**src/rtl/alert_sched.sv**
```systemverilog
// alert_sched: shares one piezo buzzer between the anti-theft alarm, the bell
// and the rate-change chirp. Fixed priority with preemption: alarm > bell > chirp.
// Each source plays its own ON/OFF beep pattern. The patterns are timed in ms
// ticks, and the ON phase is gated with a square-wave tone.
//
// Ports:
//   clk    - system clock
//   rst    - synchronous, active-high reset
//   bell   - bell request (level)
//   lock   - lock armed (level)
//   motion - synchronised motion sensor (level)
//   rate   - current rate level 0..3; a change requests rate+1 chirp beeps
//   buzz   - registered tone drive to the buzzer
//   busy   - registered, 1 whenever the scheduler is not idle
//   src    - registered active source: 0 none, 1 chirp, 2 bell, 3 alarm
module alert_sched #(
  parameter int unsigned MS_DIV   = 100000,
  parameter int unsigned TONE_DIV = 25000,
  parameter int unsigned CHIRP_MS = 60,
  parameter int unsigned BELL_MS  = 200,
  parameter int unsigned ALARM_MS = 100
) (
  input  logic       clk,
  input  logic       rst,
  input  logic       bell,
  input  logic       lock,
  input  logic       motion,
  input  logic [1:0] rate,
  output logic       buzz,
  output logic       busy,
  output logic [1:0] src
);

  localparam int unsigned NMAX_CB = (CHIRP_MS > BELL_MS) ? CHIRP_MS : BELL_MS;
  localparam int unsigned NMAX    = (NMAX_CB > ALARM_MS) ? NMAX_CB : ALARM_MS;
  localparam int unsigned PRE_W   = (MS_DIV > 1)   ? $clog2(MS_DIV)   : 1;
  localparam int unsigned TONE_W  = (TONE_DIV > 1) ? $clog2(TONE_DIV) : 1;
  localparam int unsigned CNT_W   = (NMAX > 1)     ? $clog2(NMAX)     : 1;

  typedef enum logic [1:0] {
    ST_IDLE  = 2'd0,
    ST_CHIRP = 2'd1,
    ST_BELL  = 2'd2,
    ST_ALARM = 2'd3
  } state_t;

  state_t              state_q, state_n;
  logic                alarm_q, alarm_n;
  logic [1:0]          rate_d;
  logic [PRE_W-1:0]    pre_q, pre_n;
  logic [CNT_W-1:0]    ms_q, ms_n;
  logic [1:0]          beep_q, beep_n;
  logic [1:0]          beep_last_q, beep_last_n;
  logic                phase_on_q, phase_on_n;
  logic [TONE_W-1:0]   tone_cnt_q, tone_cnt_n;
  logic                tone_q, tone_n;
  logic                buzz_n;

  logic                chirp_req;
  logic                tick;
  logic                phase_end;
  logic                chirp_done;
  logic [CNT_W-1:0]    last_ms;

  always_comb begin
    state_n     = state_q;
    pre_n       = pre_q;
    ms_n        = ms_q;
    beep_n      = beep_q;
    beep_last_n = beep_last_q;
    phase_on_n  = phase_on_q;
    tone_cnt_n  = tone_cnt_q;
    tone_n      = tone_q;
    last_ms     = '0;

    // Clear beats set. The arbiter uses the next latch value, so an alarm
    // takes over on the edge right after lock & motion.
    alarm_n   = lock ? (alarm_q | motion) : 1'b0;
    chirp_req = (rate != rate_d);

    unique case (state_q)
      ST_CHIRP: last_ms = CNT_W'(CHIRP_MS - 1);
      ST_BELL:  last_ms = CNT_W'(BELL_MS - 1);
      ST_ALARM: last_ms = CNT_W'(ALARM_MS - 1);
      default:  last_ms = '0;
    endcase

    tick       = (pre_q == PRE_W'(MS_DIV - 1));
    phase_end  = tick && (ms_q == last_ms);
    chirp_done = (state_q == ST_CHIRP) && phase_end && !phase_on_q &&
                 (beep_q == beep_last_q);

    if (alarm_n)
      state_n = ST_ALARM;
    else if (bell)
      state_n = ST_BELL;
    else if (chirp_req || ((state_q == ST_CHIRP) && !chirp_done))
      state_n = ST_CHIRP;
    else
      state_n = ST_IDLE;

    // The beep count is latched only when the chirp actually (re)starts.
    // A rate change under bell or alarm is therefore dropped.
    if ((state_n == ST_CHIRP) && chirp_req)
      beep_last_n = rate;

    if (state_n == ST_IDLE) begin
      pre_n      = '0;
      ms_n       = '0;
      beep_n     = '0;
      phase_on_n = 1'b0;
      tone_cnt_n = '0;
      tone_n     = 1'b0;
    end else if ((state_n != state_q) || ((state_n == ST_CHIRP) && chirp_req)) begin
      pre_n      = '0;
      ms_n       = '0;
      beep_n     = '0;
      phase_on_n = 1'b1;
      tone_cnt_n = '0;
      tone_n     = 1'b1;
    end else begin
      if (tone_cnt_q == TONE_W'(TONE_DIV - 1)) begin
        tone_cnt_n = '0;
        tone_n     = !tone_q;
      end else begin
        tone_cnt_n = tone_cnt_q + TONE_W'(1);
      end

      if (tick) begin
        pre_n = '0;
        if (phase_end) begin
          ms_n       = '0;
          phase_on_n = !phase_on_q;
          if (!phase_on_q) begin
            // OFF -> ON: the tone phase restarts, so the pattern inside
            // every ON phase is identical.
            tone_cnt_n = '0;
            tone_n     = 1'b1;
            if (state_q == ST_CHIRP)
              beep_n = beep_q + 2'd1;
          end
        end else begin
          ms_n = ms_q + CNT_W'(1);
        end
      end else begin
        pre_n = pre_q + PRE_W'(1);
      end
    end

    buzz_n = phase_on_n & tone_n & (state_n != ST_IDLE);
  end

  always_ff @(posedge clk) begin
    rate_d <= rate;
    if (rst) begin
      state_q     <= ST_IDLE;
      alarm_q     <= 1'b0;
      pre_q       <= '0;
      ms_q        <= '0;
      beep_q      <= '0;
      beep_last_q <= '0;
      phase_on_q  <= 1'b0;
      tone_cnt_q  <= '0;
      tone_q      <= 1'b0;
      buzz        <= 1'b0;
      busy        <= 1'b0;
      src         <= 2'd0;
    end else begin
      state_q     <= state_n;
      alarm_q     <= alarm_n;
      pre_q       <= pre_n;
      ms_q        <= ms_n;
      beep_q      <= beep_n;
      beep_last_q <= beep_last_n;
      phase_on_q  <= phase_on_n;
      tone_cnt_q  <= tone_cnt_n;
      tone_q      <= tone_n;
      buzz        <= buzz_n;
      busy        <= (state_n != ST_IDLE);
      src         <= state_n;
    end
  end

endmodule

```
**config.mk**
```make
export PLATFORM = sky130hd
export DESIGN_NAME = alert_sched
export DESIGN_NICKNAME = d
export VERILOG_FILES = /design/src/rtl/alert_sched.sv
export SDC_FILE = /design/constraint.sdc
export NUM_CORES = 1
export LEC_CHECK = 0
export ABC_AREA = 0
export CAP_MARGIN = 20
export CORE_ASPECT_RATIO = 0.8
export CORE_MARGIN = 2
export CORE_UTILIZATION = 54
export CTS_CLUSTER_SIZE = 14
export DETAILED_ROUTE_END_ITERATION = 8
export GPL_ROUTABILITY_DRIVEN = 0
export PLACE_DENSITY = 0.72
export SYNTH_ARGS = -nofsm -noshare
export SYNTH_HDL_FRONTEND = slang
export SYNTH_SLANG_ARGS = --single-unit
```
**constraint.sdc**
```tcl
create_clock -name clk -period 2.77 [get_ports clk]
set_input_delay 0.554 -clock clk [delete_from_list [all_inputs] [get_ports clk]]
set_output_delay 0.554 -clock clk [all_outputs]
set_load 0.03 [all_outputs]
```
# Word level (Yosys, flattened, before mapping)
# Cells that the tools add are included.
[classes]
n_bitwise = 4
n_eq_ne = 10
n_reduce_logical = 16
muxes = 20
n_addsub = 4
[ops]
columns = ["op", "count"]
rows = [
  ["two-way mux 15 bit", 4],
  ["case mux 8 bit (3 select lines)", 1],
  ["adder 17 x 1 -> 17 bit (second input constant)", 1],
  ["== test 17 bit (second input constant)", 1],
  ["adder 15 x 1 -> 15 bit (second input constant)", 1],
  ["== test 15 bit (second input constant)", 1],
  ["two-way mux 1 bit", 12],
  ["adder 8 x 1 -> 8 bit (second input constant)", 1],
  ["== test 8 bit", 1],
  ["two-way mux 8 bit", 1],
  ["logical AND 1 bit", 6],
  ["== test 2 x 1 -> 1 bit (second input constant)", 2],
  ["== test 2 bit (second input constant)", 2],
  ["two-way mux 2 bit", 2],
  ["inequality test 2 bit", 2],
  ["AND reduction 4 bit", 1],
  ["OR reduction 4 bit", 1],
  ["zero test 1 bit", 3],
  ["OR reduction 3 bit", 1],
  ["adder 2 x 1 -> 2 bit (second input constant)", 1],
  ["bitwise AND 1 bit", 2],
  ["== test 2 bit", 1],
  ["zero test 2 bit", 1],
  ["logical OR 1 bit", 2],
  ["3 further kinds", 3],
]
[word_totals]
regBits = 53
inputBits = 7
elab_cells = 66
output_inout_bits = 4

# Longest topological paths before layout
# Gate-level depths: netlist of the first run.
[logic_depth]
word_depth = 20
ltp_mapped = 8

# Least setup slack after synthesis of the first run
# Ideal clock, no wire load.
[synth_timing]
kind = "register to register"
startpoint = "register state_q[1]"
endpoint = "register beep_q[1]"
t_arrival_ns = 2.382
period_less_slack_ns = 2.448
n_path_buf = 2
path_slack_ns = 0.322
t_required_ns = 2.704
stages_incl_launch_ff = 9
setup_time_ns = 0.066
path_cell_list = "dfxtp_1 > clkbuf_1 > xnor2_1 > nand4_1 > a32o_1 > or2_1 > buf_6 > or4_4 > a21oi_2"
[synth_via]
elab_chain_cells = 17
[synth_rtl]
columns = ["element", "line", "source"]
rows = [
  ["start, declared", "47", "state_t state_q, state_n;"],
  ["start signal, assigned", "169", "state_q <= state_n;"],
  ["== test 2 bit / == test 2 x 1 -> 1 bit (equally long branches)", "81, 90, 97", ""],
  ["case mux 8 bit (3 select lines)", "81", "unique case (state_q)"],
  ["== test 8 bit", "89", "phase_end = tick && (ms_q == last_ms);"],
  ["logical AND 1 bit", "89", ""],
  ["logical AND 1 bit (3 in series)", "90", "chirp_done = (state_q == ST_CHIRP) && phase_end && !phase_on_q &&"],
  ["zero test 1 bit", "97", "else if (chirp_req || ((state_q == ST_CHIRP) && !chirp_done))"],
  ["logical AND 1 bit", "97", ""],
  ["logical OR 1 bit", "97", ""],
  ["two-way mux 1 bit", "97", ""],
  ["two-way mux 2 bit", "95", "else if (bell)"],
  ["two-way mux 2 bit", "93", "if (alarm_n)"],
  ["== test 2 x 1 -> 1 bit", "114", "end else if ((state_n != state_q) || ((state_n == ST_CHIRP) && chirp_req)) begin"],
  ["logical AND 1 bit", "114", ""],
  ["logical OR 1 bit", "114", ""],
  ["OR reduction 3 bit (no line)", "--", ""],
  ["end signal, assigned", "173", "beep_q <= beep_n;"],
  ["end, declared", "52", "logic [1:0] beep_q, beep_n;"],
]
# Parallel ways exist; a longest one is shown, timed or not.
# A chain may end at the register's enable or synchronous reset.

# Final worst setup path of the first run
[layout_timing]
startpoint = "register pre_q[5]"
endpoint = "register beep_q[0]"
[layout_via]
elab_chain_cells = 15
[layout_rtl]
columns = ["element", "line", "source"]
rows = [
  ["start, declared", "50", "logic [PRE_W-1:0] pre_q, pre_n;"],
  ["start signal, assigned", "171", "pre_q <= pre_n;"],
  ["== test 17 bit (*)", "88", "tick = (pre_q == PRE_W'(MS_DIV - 1));"],
  ["logical AND 1 bit", "89", ""],
  ["logical AND 1 bit (3 in series)", "90", ""],
  ["zero test 1 bit", "97", ""],
  ["logical AND 1 bit", "97", ""],
  ["logical OR 1 bit", "97", ""],
  ["two-way mux 1 bit", "97", ""],
  ["two-way mux 2 bit", "95", ""],
  ["two-way mux 2 bit", "93", ""],
  ["== test 2 x 1 -> 1 bit", "114", ""],
  ["logical AND 1 bit", "114", ""],
  ["logical OR 1 bit", "114", ""],
  ["OR reduction 3 bit (no line)", "--", ""],
]
# Every way passes the cells marked *; elsewhere a longest branch is shown, timed or not.

==> results.yml, run 1 <==
floorplanning:
  ios: 11
  rows: 21
  die_area_um2: 5080
  start_util_pct: 57.4
  core_area_um2: 4260
  die_h_um: 64.2
  die_w_um: 79.2
worst_setup_path:
  slowest_stage: "o41ai_1"
  cp-endpoint: "beep_q[0]$_SDFFE_PP0P_"
  cp_num_cells: 5
  startpoint: "pre_q[5]$_SDFF_PP0_"
  worstSetupPathType: "reg -> reg"
  regToRegStartpoint: "pre_q[5]$_SDFF_PP0_"
  worstRegToRegCells: 5
  rrSetupSlack_ns: 0.19
  cpLargestDelayFamily: "simple AND/OR/NAND/NOR gates"
  cp_max_fo: 6
  cp.arrival_ns: 2.80
  start_kind: "register"
  cp_num_buf_inv: 0
  crit_top_cell: "or4_4"
  cp-end-kind: "register"
  r2r_end: "beep_q[0]$_SDFFE_PP0P_"
  worstPathCellList: "or4_4 -> or4_4 -> o41ai_1 -> o32a_1 -> nor2_1"
  slowest_delay_ns: 0.58
  crit_required_ns: 2.98
global_route:
  grt_pass1_vias: 1764
  overflow: 0
  grt_use_total_pct: 19.6
  grt_max_degree: 18
  antenna_found_initial: 0
  grt_pass1_wl_um: 7820
clock_tree:
  cts_buffers: 5
  cts_hold_buf: 0
  clockRootBuffer: "clkbuf_8"
  clock-sinks: 53
  cts_max_level: 2
  cts_tree: "yes"
  post_cts_buffers: 0
  ctsResizeCount: 0
  cts_buffer_depth: 2
  clock_latency_ns: 0.32
  path_clk_slew_ns: 0.10
detailed_routing:
  drt_drc_violations_left: 0
  final_antenna_net_count: 0
  routedWlPerCell_um: 12.0
  num_vias: 1887
  vias_per_cell: 5.35
  first_iter_violations: 76
  dr.pass1.iters: 4
  wirelength_um: 4250
pwr:
  p_leak_nw: 0.922
  combPwrFrac_pct: 6.9
  p_seq_share_pct: 55.7
  p_int_mw: 1.09
  p_per_area_nw_per_um2: 519
  vdd_drop_max_mv: 0.417
  pwr-share-clk_pct: 37.4
  power_mw: 1.42
  swShare_pct: 23.2
  p_sw_mw: 0.329
finish:
  drive_above_1_share_pct: 7.43
  fillers: 371
  final_cell_mix: "56 x nor2_1, 53 x dfxtp_1, 26 x nand2_1"
  area_growth_pct: 12.0
  layout_commonest_cell: "nor2_1"
  nets: 305
  antennaDiodeCount: 0
sta:
  whs_ns: 0.471
  relSlewSlack_pct: 59.4
  post-route-period-util_pct: 93.2
  skew_ns: 0.0117
  drv_slew: 0
  rsz0062_at_grt: "no"
  clock.fmax_mhz: 387
  setup-violations-final: 0
  min_period_ns: 2.58
  worst_slew_pin_slew_ns: 0.602
  hold_viol_final: 0
  tns_ns: 0
place:
  hpwl_um: 3120
  io_buffers: 10
min_path:
  hold_path.class: "reg -> reg"
  min-delay-start: "tone_cnt_q[0]$_SDFF_PP0_"
synthesis:
  synth_xor_area_share_pct: 14.0
  synth_edf_count: 0
  synth-simple-area-share_pct: 30.1
  synth-seq-cells: 53
  synthCells: 279
  synth_top_family_by_area: "simple AND/OR/NAND/NOR gates"
  ys_types: 49
  synth_compound_area_share_pct: 7.53
  syn_avg_cell_area_um2: 8.75
  syn_nets: 289
  muxShareOfSynthArea_pct: 1.23
  synthArstFlopShare_pct: 0
  syn-cell-area_um2: 2440
  seq_area_frac_synth_pct: 43.4
  yosys_warnings: 0
  synth_flop_cell: "dfxtp_1"
  synth_fa_ha_area_share_pct: 1.54
job:
  maxCapViolations: 0
run_status:
  status: "completed"
==> logic make-up (layout without fill, tap and decap cells) <==
| logic type | count (synthesis) | count (layout) |
|---|---|---|
| AO/OA/AOI/OAI | 25 | 25 |
| buffers and inverters | 11 | 28 |
| multiplexers | 3 | 3 |
| adder cells (fa/ha/maj) | 3 | 3 |
| flip-flops | 53 | 53 |
| AND/OR/NAND/NOR | 145 | 145 |
| XOR/XNOR | 39 | 39 |
==> cell type report <==
type,count,area (um^2),share of cell area [%]
Clock buffer,5,68.8,2.52
Inverter,4,15.0,0.549
Clock inverter,3,46.3,1.69
Sequential cell,53,1060,38.8
Timing Repair Buffer,16,145,5.31
Multi-Input combinational cell,215,1330,48.5
Tap cell,57,71.3,2.61
==> synthesized netlist by cell type (2+ instances only) <==
cell type | instances | share of area [%]
nand4_1 | 8 | 2.0
o21a_1 | 2 | 0.61
xor2_1 | 24 | 8.6
nor4_1 | 6 | 1.5
clkbuf_1 | 4 | 0.61
or4_4 | 3 | 1.4
nand2_1 | 26 | 4.0
inv_1 | 4 | 0.61
o21ai_0 | 5 | 1.0
nand3b_1 | 2 | 0.61
nand2b_1 | 2 | 0.51
nand3_1 | 15 | 3.1
nor2b_1 | 2 | 0.51
dfxtp_1 | 53 | 43
and3_1 | 6 | 1.5
or3_1 | 2 | 0.51
nor2_1 | 56 | 8.6
and2_1 | 2 | 0.51
mux2i_1 | 3 | 1.2
ha_1 | 3 | 1.5
a21oi_1 | 7 | 1.4
and4b_1 | 2 | 0.82
xnor2_1 | 15 | 5.4
and4_1 | 2 | 0.72
==> worst min path at each step <==
stage	cells after the start	slack (ns)	end
final	1	0.47	tone_cnt_q[0]$_SDFF_PP0_
after global placement	1	0.44	tone_cnt_q[0]$_SDFF_PP0_
after global routing	1	0.52	tone_cnt_q[0]$_SDFF_PP0_
after CTS	1	0.48	tone_cnt_q[0]$_SDFF_PP0_
after floorplan	1	0.43	tone_cnt_q[0]$_SDFF_PP0_
after detailed placement	1	0.46	tone_cnt_q[0]$_SDFF_PP0_
==> metal layers <==
layer	track usage [%]	routed length (um)	share of wire [%]	vias up
met5	0	0	0	-
met4	9.05	65	1.5	0
met3	4.66	124	2.9	8
met2	28.4	1810	43	22
met1	27.5	2250	53	864
li1	-	-	-	993
==> state kept, by name, summed over array words and instances (netlist names), 2 cells and up <==
signal,count
pre_q,17
tone_cnt_q,15
ms_q,8
beep_last_q,2
beep_q,2
rate_d,2
state_q,2
==> through the flow <==
step | setup slack [ns] | cells | area, um^2 | util, %
2_1_floorplan | 0.322 | 279 | 2440 | -
3_3_place_gp | 0.113 | 345 | 2620 | 61.6
3_5_place_dp | 0.0987 | 345 | 2620 | 61.6
4_1_cts | 0.160 | 353 | 2740 | 64.3
5_1_grt | 0.0645 | 353 | 2740 | 64.3
6_report | 0.189 | 353 | 2740 | 64.3
==> power by group through the flow <==
| stage | combinational [mW] | clock [mW] | sequential, mW |
|---|---|---|---|
| 2_1_floorplan | 0.0593 | 0 | 0.811 |
| 3_3_place_gp | 0.0982 | 0 | 0.808 |
| 3_5_place_dp | 0.0987 | 0 | 0.808 |
| 4_1_cts | 0.0994 | 0.547 | 0.790 |
| 5_1_grt | 0.111 | 0.576 | 0.793 |
| 6_report | 0.0986 | 0.530 | 0.790 |
==> worst reg2reg max path: cells and delay by family, from the launching register on <==
family	cells	cell delay, ns
flip-flops	1	0.37
AND/OR/NAND/NOR	3	1.19
AO/OA/AOI/OAI	2	0.93
(Power assumes the default switching activity.)
==> run 2, diff against run 1 <==
ABC_AREA = 1   (was 0)
ABC_CLOCK_PERIOD_IN_PS = 2800   (was unset)
clock period = 2.8 ns   (was 2.77 ns; I/O delays follow)
==> results.yml, run 2 <==
run_status:
  status: "completed"
pwr:
  p_int_mw: 1.03
  vdd_drop_max_mv: 0.321
  pwr-share-clk_pct: 34.6
  swShare_pct: 23.7
  p_sw_mw: 0.319
  combPwrFrac_pct: 7.6
  p_seq_share_pct: 57.7
  p_leak_nw: 1.09
  p_per_area_nw_per_um2: 458
sta:
  rsz0062_at_grt: "no"
  tns_ns: 0
  min_period_ns: 2.29
  hold_viol_final: 0
  post-route-period-util_pct: 81.8
  relSlewSlack_pct: 63.6
  skew_ns: 0.00696
  worst_slew_pin_slew_ns: 0.545
  drv_slew: 0
  setup-violations-final: 0
  whs_ns: 0.449
  clock.fmax_mhz: 437
synthesis:
  yosysTopAreaCellShare_pct: 39.5
  yosysTopAreaCell: "dfxtp_1"
  syn_avg_cell_area_um2: 7.17
  yosys_warnings: 0
  seq_area_frac_synth_pct: 39.5
  synth-seq-cells: 53
  synth_flop_cell: "dfxtp_1"
  synth_area_leaders: "dfxtp_1 39%, nor2_1 9.9%, nand2_1 8.5%"
  synthArstFlopShare_pct: 0
  synthCells: 375
  synth_edf_count: 0
  synthTopCellsByCount: "71 x nor2_1, 61 x nand2_1, 53 x dfxtp_1, 53 x inv_1, 27 x nand3_1"
  ys_types: 36
  syn_nets: 385
  yosysMostFrequentCell: "nor2_1"
  syn-cell-area_um2: 2690
clock_tree:
  path_clk_slew_ns: 0.09
  cts_max_level: 2
  ctsResizeCount: 0
  cts_buffer_depth: 2
  cts_tree: "yes"
  clock_latency_ns: 0.31
  cts_buffers: 5
  post_cts_buffers: 0
  clock-sinks: 53
  clockRootBuffer: "clkbuf_8"
  cts_hold_buf: 0
finish:
  nets: 399
  area_growth_pct: 9.59
  largest-register: "pre_q"
  fillers: 447
  reg_top3: "pre_q: 17 flops, tone_cnt_q: 15 flops, ms_q: 8 flops"
  final_cell_mix: "71 x nor2_1, 61 x nand2_1, 53 x inv_1, 53 x dfxtp_1, 27 x nand3_1"
  largest_reg_flops: 17
  seq_area_um2: 1060
  antennaDiodeCount: 0
  drive_above_1_share_pct: 8.21
  stdcell_count: 450
  layout_commonest_cell: "nor2_1"
  multi_input_area_um2: 1390
floorplanning:
  start_util_pct: 57.4
  rows: 22
  die_area_um2: 5560
  die_h_um: 67.1
  die_w_um: 82.9
  core_area_um2: 4680
  ios: 11
place:
  hpwl_um: 3600
  io_buffers: 10
  dpl.cell_count: 442
detailed_routing:
  routedWlPerCell_um: 11.0
  first_iter_violations: 92
  dr.pass1.iters: 4
  num_vias: 2251
  wirelength_um: 4970
  vias_per_cell: 5.00
  final_antenna_net_count: 0
  drt_drc_violations_left: 0
worst_setup_path:
  cp_max_fo: 20
  cp-end-kind: "register"
  start_kind: "register"
  worstSetupPathType: "reg -> reg"
  crit_required_ns: 3.00
  cp.arrival_ns: 2.49
global_route:
  grt_pass1_vias: 2040
  antenna_found_initial: 0
  overflow: 0
  grt_max_degree: 21
  grt_pass1_wl_um: 8870
  grt_use_total_pct: 19.7
job:
  maxCapViolations: 0
min_path:
  hold_path.class: "reg -> reg"
-- run 2: cell count changes after synthesis, moves of 4 or more --
cell      change
a21oi_1       -4
o211ai_1      +5
and3_1        -6
o21ai_0      +10
inv_1        +49
nand2_1      +35
nor2_2       +11
xnor2_1       -7
nor3_1        +5
nor2_1       +15
nand3_1      +12
xor2_1        -7
-- run 2: worst max-delay path: stages (launching register included) --
cell,delay (ns)
dfxtp_1,0.36
ha_1,0.19
nand3_1,0.15
nor2_1,0.17
nand3_2,0.17
nor2_1,0.16
nand3_1,0.09
nand2_1,0.08
nand2_2,0.07
nand2_4,0.08
nand3_1,0.11
nand2_1,0.13
nor2_4,0.06
nand2_1,0.06
buf_4,0.24
nor2_1,0.07
-- run 2: kinds of logic (layout without fill, tap and decap cells) --
family / count (synthesis) / after routing / share of synthesized area, %
simple gates: 196 / 196 / 33.1
buf+inv: 60 / 75 / 8.94
flops: 53 / 53 / 39.5
compound gates: 38 / 38 / 8.94
xor+xnor: 25 / 25 / 8.15
fa+ha+maj: 3 / 3 / 1.40
-- run 2: layout make-up --
cell class | instances | share of cell area, %
clock buffers | 7 | 3.27
clock inverters | 1 | 0.170
multi-input cells | 262 | 47.1
flip-flops and latches | 53 | 36.0
repair buffers | 12 | 3.91
well taps | 60 | 2.55
inverters | 55 | 7.01
-- run 2: stage by stage --
step	total power, mW	util (%)	area (um^2)	setup WS [ns]
final	1.35	62.9	2950	0.509
after floorplan	0.867	-	2690	0.716
after detailed placement	0.899	60.8	2840	0.335
after CTS	1.37	62.9	2950	0.485
after global placement	0.899	60.8	2840	0.394
after global routing	1.40	62.9	2950	0.211
-- run 2: worst paths after layout --
check,to,slack [ns],startpoint,depth (start not counted)
setup / recovery,beep_q[1]$_SDFFE_PP0P_,0.51,pre_q[0]$_SDFF_PP0_,15
hold / removal,pre_q[0]$_SDFF_PP0_,0.45,pre_q[0]$_SDFF_PP0_,1
setup reg to reg,beep_q[1]$_SDFFE_PP0P_,0.51,pre_q[0]$_SDFF_PP0_,15
hold reg to reg,pre_q[0]$_SDFF_PP0_,0.45,pre_q[0]$_SDFF_PP0_,1
-- run 2: metal layers --
metal | GRT usage [%] | wire length (um) | up-vias
met4 | 9.02 | 53 | 0
li1 | - | - | 1222
met1 | 26.7 | 2640 | 978
met2 | 30.3 | 2040 | 46
met5 | 0 | 0 | -
met3 | 4.34 | 225 | 5
-- run 2: power by group through the flow --
stage                     Clock, mW  Combinational, mW  Sequential, mW
after CTS                     0.486              0.104           0.779
final                         0.467              0.103           0.779
after floorplan                   0             0.0662           0.801
after global placement            0              0.103           0.796
after detailed placement          0              0.103           0.796
after global routing          0.509              0.115           0.781
==> run 3, diff against run 2 <==
ABC_CLOCK_PERIOD_IN_PS = 1900   (was 2800)
PLACE_DENSITY = 0.75   (was 0.72)
clock period = 1.9 ns   (was 2.8 ns; I/O delays follow)
==> results.yml, run 3 (same netlist as run 2, synthesis figures left out) <==
sta:
  drv_slew: 0
  post-route-period-util_pct: 104
  skew_ns: 0.00806
  setup_ws_ns: -0.0679
  rsz0062_at_grt: "yes"
  clock.fmax_mhz: 508
  worst_slew_pin_slew_ns: 0.409
  min_period_ns: 1.97
  setup-violations-final: 39
  relSlewSlack_pct: 72.6
  hold_viol_final: 0
clock_tree:
  clockRootBuffer: "clkbuf_8"
  clock_latency_ns: 0.31
  cts_buffer_depth: 2
  clock-sinks: 53
  cts_max_level: 2
  cts_buffers: 5
  cts_tree: "yes"
  path_clk_slew_ns: 0.10
worst_setup_path:
  cpLargestDelayFamily: "simple AND/OR/NAND/NOR gates"
  cp_num_cells: 14
  r2r_end: "pre_q[16]$_SDFF_PP0_"
  cp_max_fo: 5
  crit_required_ns: 2.16
  cp-end-kind: "register"
  slowest_delay_ns: 0.36
  slowest_stage: "dfxtp_2"
  rrSetupSlack_ns: -0.07
  worstSetupPathType: "reg -> reg"
  regToRegStartpoint: "pre_q[0]$_SDFF_PP0_"
  worstPathCellList: "ha_4 -> nand3_4 -> nor2_4 -> nand3_2 -> nor2_2 -> nand3_1 -> nand2_2 -> nand2_2 -> nand2_4 -> a21oi_2 -> nor2_4 -> nand3_4 -> clkbuf_16 -> nor2_1"
  startpoint: "pre_q[0]$_SDFF_PP0_"
  cp_num_buf_inv: 1
  cp-endpoint: "pre_q[16]$_SDFF_PP0_"
  worstRegToRegCells: 14
  cp.arrival_ns: 2.23
  start_kind: "register"
min_path:
  worstHoldPathCells: 2
  hold_path.class: "reg -> reg"
place:
  place_ws_ns: -0.270
  io_buffers: 10
  hpwl_um: 4190
run_status:
  violations: "negative setup slack"
  status: "finished, violations left"
floorplanning:
  die_area_um2: 5560
  core_area_um2: 4680
  die_w_um: 82.9
  start_util_pct: 57.4
  die_h_um: 67.1
  ios: 11
  rows: 22
detailed_routing:
  dr.pass1.iters: 4
  num_vias: 2482
  wirelength_um: 6000
  first_iter_violations: 141
  vias_per_cell: 5.03
  drt_drc_violations_left: 0
  final_antenna_net_count: 0
  routedWlPerCell_um: 12.2
global_route:
  grt_pass1_wl_um: 10100
  overflow: 0
  grt_max_degree: 18
  antenna_found_initial: 0
  grt_use_total_pct: 22.6
  grt_pass1_vias: 2319
finish:
  largest_reg_flops: 17
  fillers: 357
  antennaDiodeCount: 0
  layout_commonest_cell: "nand2_1"
  reg_top3: "pre_q: 17 flops, tone_cnt_q: 15 flops, ms_q: 8 flops"
  drive_above_1_share_pct: 25.2
  final_cell_mix: "55 x nand2_1, 54 x nor2_1, 53 x inv_1"
  area_growth_pct: 29.3
  multi_input_area_um2: 1510
  nets: 442
  largest-register: "pre_q"
  seq_area_um2: 1070
pwr:
  p_per_area_nw_per_um2: 590
  power_mw: 2.05
  vdd_drop_max_mv: 0.438
  p_leak_nw: 1.35
job:
  maxCapViolations: 0
-- run 3: what timing repair did --
item | CTS | global route
resized for setup | 12 | 27
hold endpoints to repair | 0 | 0
endpoints found under the setup margin | 45 | 46
hold buffers | 0 | 0
gates cloned | 1 | 2
pin swaps | 5 | 11
buffers inserted | 4 | 0
-- run 3: through the flow --
| step | instance area, um^2 | utilization, % | setup TNS (ns) | std cells | hold WS [ns] |
|---|---|---|---|---|---|
| 5_1_grt | 3480 | 74.3 | -8.51 | 493 | 0.553 |
| 4_1_cts | 3350 | 71.6 | -0.276 | 491 | 0.504 |
| 3_5_place_dp | 3150 | 67.2 | -8.71 | 478 | 0.490 |
| 6_report | 3480 | 74.3 | -1.73 | 493 | 0.495 |
| 2_1_floorplan | 2710 | - | 0 | 375 | 0.408 |
| 3_3_place_gp | 3150 | 67.2 | -6.95 | 478 | 0.477 |
-- run 3: layer usage --
metal  part of all wire (%)  global-route usage [%]  vias up
met2                     45                    38.4       39
met1                     50                    28.9     1124
met3                    3.4                    5.70       10
met5                      0                       0        -
li1                       -                       -     1309
met4                    1.2                    6.15        0
-- run 3: worst min path at each step --
stage / end / start / slack (ns)
floorplan: rate_d[0]$_DFF_P_ / rate[0] / 0.41
global placement: beep_last_q[0]$_SDFFE_PP0P_ / beep_last_q[0]$_SDFFE_PP0P_ / 0.48
detailed placement: beep_last_q[0]$_SDFFE_PP0P_ / beep_last_q[0]$_SDFFE_PP0P_ / 0.49
CTS: beep_last_q[0]$_SDFFE_PP0P_ / beep_last_q[0]$_SDFFE_PP0P_ / 0.50
global route: beep_last_q[0]$_SDFFE_PP0P_ / beep_last_q[0]$_SDFFE_PP0P_ / 0.55
finish: beep_last_q[1]$_SDFFE_PP0P_ / beep_last_q[1]$_SDFFE_PP0P_ / 0.50
-- run 3: worst min-delay path, stage by stage (launching register included) --
cell,delay [ns]
dfxtp_1,0.33
o21ai_0,0.07
a21oi_1,0.06
-- run 3: power by group --
part	total, mW	switching [mW]	internal [mW]
combinational	0.251	0.134	0.116
clock	0.656	0.394	0.262
sequential	1.14	0.0122	1.13
total	2.05	0.540	1.51
-- run 3: layout make-up --
type | count | share of cell area (%)
clock buffer | 5 | 1.98
tap | 60 | 2.16
multi-input combinational | 262 | 43.5
inverter | 55 | 5.94
clock inverter | 3 | 0.612
sequential | 53 | 30.7
timing repair buffer | 55 | 15.1
